==> src/rtl/dadda_mac_seq.sv <==
// dadda_mac_seq: sequential multiply-accumulate front end for a combinational
// a*b+acc multiplier. Streams LEN operand pairs per frame into a 16-bit
// saturating accumulator and presents one dot-product result per frame.
module dadda_mac_seq #(
  parameter int LEN   = 4,
  parameter int CNT_W = 8
) (
  input  logic        clk,
  input  logic        rst,
  input  logic        start,
  input  logic [15:0] bias,
  input  logic        in_valid,
  output logic        in_ready,
  input  logic [7:0]  in_a,
  input  logic [7:0]  in_b,
  output logic [7:0]  mul_a,
  output logic [7:0]  mul_b,
  output logic [15:0] mul_acc,
  input  logic [16:0] mul_p,
  output logic        out_valid,
  input  logic        out_ready,
  output logic [15:0] out_sum,
  output logic        out_ovf,
  output logic        busy
);

  typedef enum logic [1:0] {
    IDLE = 2'd0,
    RUN  = 2'd1,
    MUL  = 2'd2,
    DONE = 2'd3
  } state_e;

  // Index of the final pair; reaching it in MUL ends the frame.
  localparam logic [CNT_W-1:0] LAST = CNT_W'(LEN - 1);

  state_e           state_q, state_d;
  logic [15:0]      acc_q, acc_d;
  logic [7:0]       a_q, a_d;
  logic [7:0]       b_q, b_d;
  logic [CNT_W-1:0] cnt_q, cnt_d;
  logic             ovf_q, ovf_d;

  // State and datapath registers; reset wins over everything and drops any frame.
  always_ff @(posedge clk) begin
    if (rst) begin
      state_q <= IDLE;
      acc_q   <= '0;
      a_q     <= '0;
      b_q     <= '0;
      cnt_q   <= '0;
      ovf_q   <= 1'b0;
    end else begin
      state_q <= state_d;
      acc_q   <= acc_d;
      a_q     <= a_d;
      b_q     <= b_d;
      cnt_q   <= cnt_d;
      ovf_q   <= ovf_d;
    end
  end

  // Next-state and datapath update; everything holds unless a state acts on it.
  always_comb begin
    state_d = state_q;
    acc_d   = acc_q;
    a_d     = a_q;
    b_d     = b_q;
    cnt_d   = cnt_q;
    ovf_d   = ovf_q;
    unique case (state_q)
      IDLE: begin
        if (start) begin
          acc_d   = bias;
          cnt_d   = '0;
          ovf_d   = 1'b0;
          state_d = RUN;
        end
      end
      RUN: begin
        if (in_valid) begin
          a_d     = in_a;
          b_d     = in_b;
          state_d = MUL;
        end
      end
      MUL: begin
        // Carry out of the 16-bit sum clamps the accumulator; ovf is sticky.
        if (mul_p[16]) begin
          acc_d = 16'hFFFF;
          ovf_d = 1'b1;
        end else begin
          acc_d = mul_p[15:0];
        end
        cnt_d   = cnt_q + 1'b1;
        state_d = (cnt_q == LAST) ? DONE : RUN;
      end
      DONE: begin
        if (out_ready) state_d = IDLE;
      end
      default: state_d = IDLE;
    endcase
  end

  // Outputs are straight decodes of state and registers, so all read 0 after reset.
  always_comb begin
    in_ready  = (state_q == RUN);
    out_valid = (state_q == DONE);
    busy      = (state_q != IDLE);
    mul_a     = a_q;
    mul_b     = b_q;
    mul_acc   = acc_q;
    out_sum   = acc_q;
    out_ovf   = ovf_q;
  end

endmodule

==> config.mk <==
export PLATFORM = sky130hd
export DESIGN_NAME = dadda_mac_seq
export DESIGN_NICKNAME = d
export VERILOG_FILES = /design/src/rtl/dadda_mac_seq.sv
export SDC_FILE = /design/constraint.sdc
export NUM_CORES = 1
export LEC_CHECK = 0
export CAP_MARGIN = 20
export CORE_MARGIN = 2
export CORE_UTILIZATION = 39
export DETAILED_ROUTE_END_ITERATION = 10
export PLACE_DENSITY = 0.8
export SYNTH_ARGS = -nofsm -noshare
export SYNTH_HDL_FRONTEND = slang
export SYNTH_SLANG_ARGS = --single-unit
==> constraint.sdc <==
create_clock -name clk -period 1.7 [get_ports clk]
set_clock_uncertainty 0.15 [all_clocks]
set_input_delay 0.17 -clock clk [delete_from_list [all_inputs] [get_ports clk]]
set_output_delay 0.17 -clock clk [all_outputs]
set_load 0.02 [all_outputs]
After elaboration in Yosys (flattened, before gate mapping). Cells that the tools add are included.

Register bits after elaboration: 43. Input bits: 54. Output and inout port bits: 52. Word-level logic and storage cells: 35.

$add $sub $neg: 1. Equality and inequality tests: 8. Muxes and demuxes: 13. Reduce and logical (&&, ||, !) cells: 7.

Operator list (number): $mux 16 (2); $pmux 16 s2 (1); $pmux 8 s2 (1); $add 8x1->8 const B (1); $eq 8x2->1 const B (1); $mux 2 (4); $mux 8 (1); $pmux 2 s4 (1); $ne 2x2->1 const B (3); $reduce_and 3->1 (2); $eq 2x2->1 const B (2); $reduce_and 2->1 (2); $reduce_bool 2->1 (2); $eq 2x1->1 const B (1); $logic_not 2->1 (1); $mux 1 (2); $ne 2x1->1 const B (1); $pmux 1 s2 (1).

Depth between registers and ports, before layout.
Word-level depth: 3. Gate-level depth with buffers: 6. Mapped depth without buffers: 4.

Worst setup path before layout. No wires, ideal clock.

Path kind: register -> register. From: register cnt_q[0]. To: register cnt_q[6]. Setup time: 0.074 ns. Arrival: 1.267 ns. Data required time: 1.476 ns. Slack: 0.208 ns. Cell stages (with the launch flop): 5. Buffers on the path: 0. Clock period less this slack: 1.492 ns. Cell sequence: dfxtp_1 ha_1 nand3_1 or4_1 a31oi_1.

Word-level cells in the longest chain between the ends: 2.

Ends and longest elaborated chain: start: declaration (RTL line 41) `logic [CNT_W-1:0] cnt_q, cnt_d;`; start signal: assignment (RTL line 58) `cnt_q <= cnt_d;`; $add 8x1->8 (RTL line 95) `cnt_d = cnt_q + 1'b1;`; $pmux 8 s2 (RTL line 71) `unique case (state_q)`.

No other way between the ends. A chain may end at the register's enable or synchronous reset.

Worst setup path after layout.
From: register state_q[1]. To: register acc_q[3], in the netlist mul_acc[3].

Word-level cells in the longest chain between the ends: 3. Elaborated cells between the ends (all ways): 6. Classes of those cells: 2 x eq/ne; 1 x mux; 3 x reduce/logical.

Ends and longest elaborated chain: start: declaration (RTL line 37) `state_e state_q, state_d;`; start signal: assignment (RTL line 54) `state_q <= state_d;`; $eq 2x2->1 or $logic_not 2->1 (tied branches) (RTL line 71); $reduce_bool 2->1 (no line) or $ne 2x2->1 (tied branches); $reduce_and 2->1 (no line); end signal: assignment (RTL line 48) `acc_q <= '0;`; end signal: assignment (RTL line 55) `acc_q <= acc_d;`; end: declaration (RTL line 38) `logic [15:0] acc_q, acc_d;`.

Parallel ways exist; a longest one is shown, timed or not.

==> key figures <==
Floorplan
  – Die Width: 74.8 um
  – Total core area: 4790 um^2
  – Die area: 5590 um^2
  – Initial core utilization: 0.408
  – IO Pins: 106
  – Die Ht: 74.8 um
  – Core Rows: 25

Worst setup path
  – CP startpoint kind: register
  – CP arrival: 1650 ps
  – FF-to-FF setup slack: 70 ps
  – FF-to-FF path depth: 5
  – Type of destination of the critical path: register
  – CP startpoint: state_q[1]
  – CP Data Required Time: 1720 ps
  – Critical path peak fanout: 22
  – R2R Path Start: state_q[1]
  – Worst Setup EP: mul_acc[3]
  – CP Class: reg -> reg
  – RR Endpoint: mul_acc[3]

Clocking
  – H-tree levels: 2
  – Clk buf depth: 2
  – Root Buffer: clkbuf_8
  – CTS tree: yes
  – Clock Sinks: 43
  – CTS Buf Count: 5
  – Clock Pin Slew Worst Setup and Hold Paths: 80 ps
  – Clock latency on the worst-skew pair: 290 ps

Synth
  – Post-Synth XOR/XNOR Area: 0
  – Yosys cell types: 41
  – Mapped cell area: 1950 um^2
  – Cells after Synth: 232
  – EDFF count, synth: 0
  – Net Count, Synth: 288
  – Post-synthesis compound-gate area fraction: 0.224
  – Ys async rst share: 0
  – Post-synthesis simple-gate area fraction: 0.201
  – Sequential fraction of the synthesis area: 0.441
  – Largest family of logic cells by synthesized area: compound AO/OA/AOI/OAI gates
  – Post-synthesis mux area share: 0.0102
  – Avg Inst Size Synth: 8.42 um^2
  – Yosys reg bits: 43
  – Main flop type after synthesis: dfxtp_1
  – Yosys Warn Count: 0
  – Post-synthesis adder-cell area fraction: 0.0128

STA
  – Count of final hold-check violations: 0
  – Final setup vio count: 0
  – Max Slew Vio Count: 0
  – Crit share post-route: 0.956
  – Fin worst setup slack: 74.9 ps
  – Least-Margin Pin Slew: 368 ps
  – Fin Setup TNS: 0 ps
  – Relative slew margins: 0.755
  – RSZ-0062 raised after global routing: false
  – Peak Freq: 615 MHz
  – Min Clock Period, post-route: 1630 ps

GRT
  – GRT Util Overall: 0.181
  – Final global-route overflow total: 0
  – Antenna violations before repair: 0
  – Pin count of the biggest net entering global routing: 23
  – Vias in the first global route: 1,788
  – First-pass GRT wire length: 7.86 mm

Placed design
  – Placer congestion estimate: 0.816
  – Hpwl dp: 3.92 mm
  – Buffers on Ports: 105
  – Pre-CTS setup slack: 16.7 ps

Drt
  – Vias: 1,989
  – Starting DRT DRC Count: 57
  – DR DRC count: 0
  – Post-Route WL: 5.17 mm
  – Via/cell ratio: 5.11
  – DR WL/cell: 13.3 um
  – Antenna Nets Post-Route: 0
  – First drt pass iteration count: 4

Flow run
  – Max Cap Viol: 0

Power and ir drop
  – Seq pwr share: 0.473
  – Clock power frac: 0.279
  – Psw: 618 uW
  – Comb pwr share: 0.248
  – Pwr Density: 747 nW/um^2
  – Pleak: 1.08 nW
  – Switching Share: 0.268
  – VDD IR-drop max: 0.572 mV
  – Int Power: 1.69 mW

Final layout
  – Share of cells above drive strength 1: 0.0839
  – Synthesis-to-finish area growth: 58.1%
  – Multi-input logic area: 878 um^2
  – Most common cell after layout, fill and taps aside: clkdlybuf4s50_1
  – Most frequent cells in the layout: 102 x clkdlybuf4s50_1, 54 x nand2_1, 41 x dfxtp_1
  – Fill cells: 429
  – Layout net count: 378
  – Storage cell area: 863 um^2
  – Number of diodes: 0

Min path
  – Min-delay worst type: in -> reg

Run status
  – Outcome: complete, no violations
repair_timing:
| item | in CTS | in global routing |
|---|---|---|
| hold buffers | 0 | 0 |
| setup endpoints to repair | 3 | 17 |
| buffers inserted | 0 | 0 |
| resized for setup | 5 | 4 |
critical path: stages (launching register included):
cell and delay, ps:
dfxtp_2 350, buf_12 150, or3b_4 390, buf_4 170, o221ai_1 190, a21oi_1 110
kinds of logic after synthesis:
kind of cell | Yosys count
AO/OA/AOI/OAI | 67
adder cells (fa/ha/maj) | 2
buffers and inverters | 35
flip-flops | 43
multiplexers | 2
AND/OR/NAND/NOR | 83
cells in the mapped netlist, types with 3 or more instances:
| cell | instances | area share |
|---|---|---|
| o221ai_1 | 15 | 0.067 |
| nor2_1 | 3 | 0.0058 |
| or4_1 | 3 | 0.012 |
| buf_2 | 7 | 0.018 |
| buf_4 | 16 | 0.062 |
| a21oi_1 | 34 | 0.087 |
| dfxtp_1 | 43 | 0.44 |
| o21ai_0 | 3 | 0.0077 |
| nand2_1 | 54 | 0.10 |
| clkbuf_1 | 8 | 0.015 |
| a31oi_1 | 3 | 0.0096 |
| nor2b_1 | 5 | 0.016 |
| o211ai_1 | 3 | 0.012 |
cell type report:
cell class | instances | share of cell area
Clock buffer | 6 | 0.0267
Clock inverter | 1 | 0.00162
Inverter | 1 | 0.00122
Multi-Input combinational cell | 154 | 0.284
Sequential cell | 43 | 0.280
Tap cell | 67 | 0.0271
Timing Repair Buffer | 117 | 0.379
power groups by stage:
stage | Sequential, mW | Clock [mW] | Combinational [mW]
floorplan | 1.16 | 0 | 0.234
global placement | 1.11 | 0 | 0.571
detailed placement | 1.11 | 0 | 0.576
CTS | 1.09 | 0.662 | 0.577
global route | 1.10 | 0.702 | 0.614
finish | 1.09 | 0.643 | 0.572
flip-flops by register name, indices dropped and copies added (netlist names):
| signal | flops |
|---|---|
| mul_a | 8 |
| out_ovf | 1 |
| state_q | 2 |
| cnt_q | 8 |
| mul_b | 8 |
| mul_acc | 16 |
worst min-delay path by stage:
stage | start | slack, ps | cells after the start | to
CTS | in_b[5] | 260 | 3 | mul_b[5]
finish | in_b[2] | 270 | 3 | mul_b[2]
global route | in_b[4] | 270 | 3 | mul_b[4]
detailed placement | mul_a[7] | 300 | 2 | mul_a[7]
global placement | mul_a[4] | 290 | 2 | mul_a[4]
floorplan | out_ready | 120 | 1 | state_q[0]
per-layer routing:
| layer | up-vias | track usage | part of all wire | routed length [um] |
|---|---|---|---|---|
| met5 | - | 0 | 0 | 0 |
| met4 | 0 | 0.0456 | 0.0083 | 43 |
| met3 | 7 | 0.0776 | 0.11 | 554 |
| met2 | 90 | 0.304 | 0.48 | 2500 |
| met1 | 909 | 0.214 | 0.40 | 2080 |
| li1 | 983 | - | - | - |
metrics by stage:
step	hold slack [ps]	power (mW)	cell area, um^2	cells	utilization
CTS	261	2.33	3090	389	0.645
global route	273	2.41	3090	389	0.645
finish	268	2.31	3090	389	0.645
floorplan	120	1.40	1950	232	-
detailed placement	299	1.69	3000	382	0.627
global placement	291	1.68	3000	382	0.627
(Power assumes the default switching activity.)
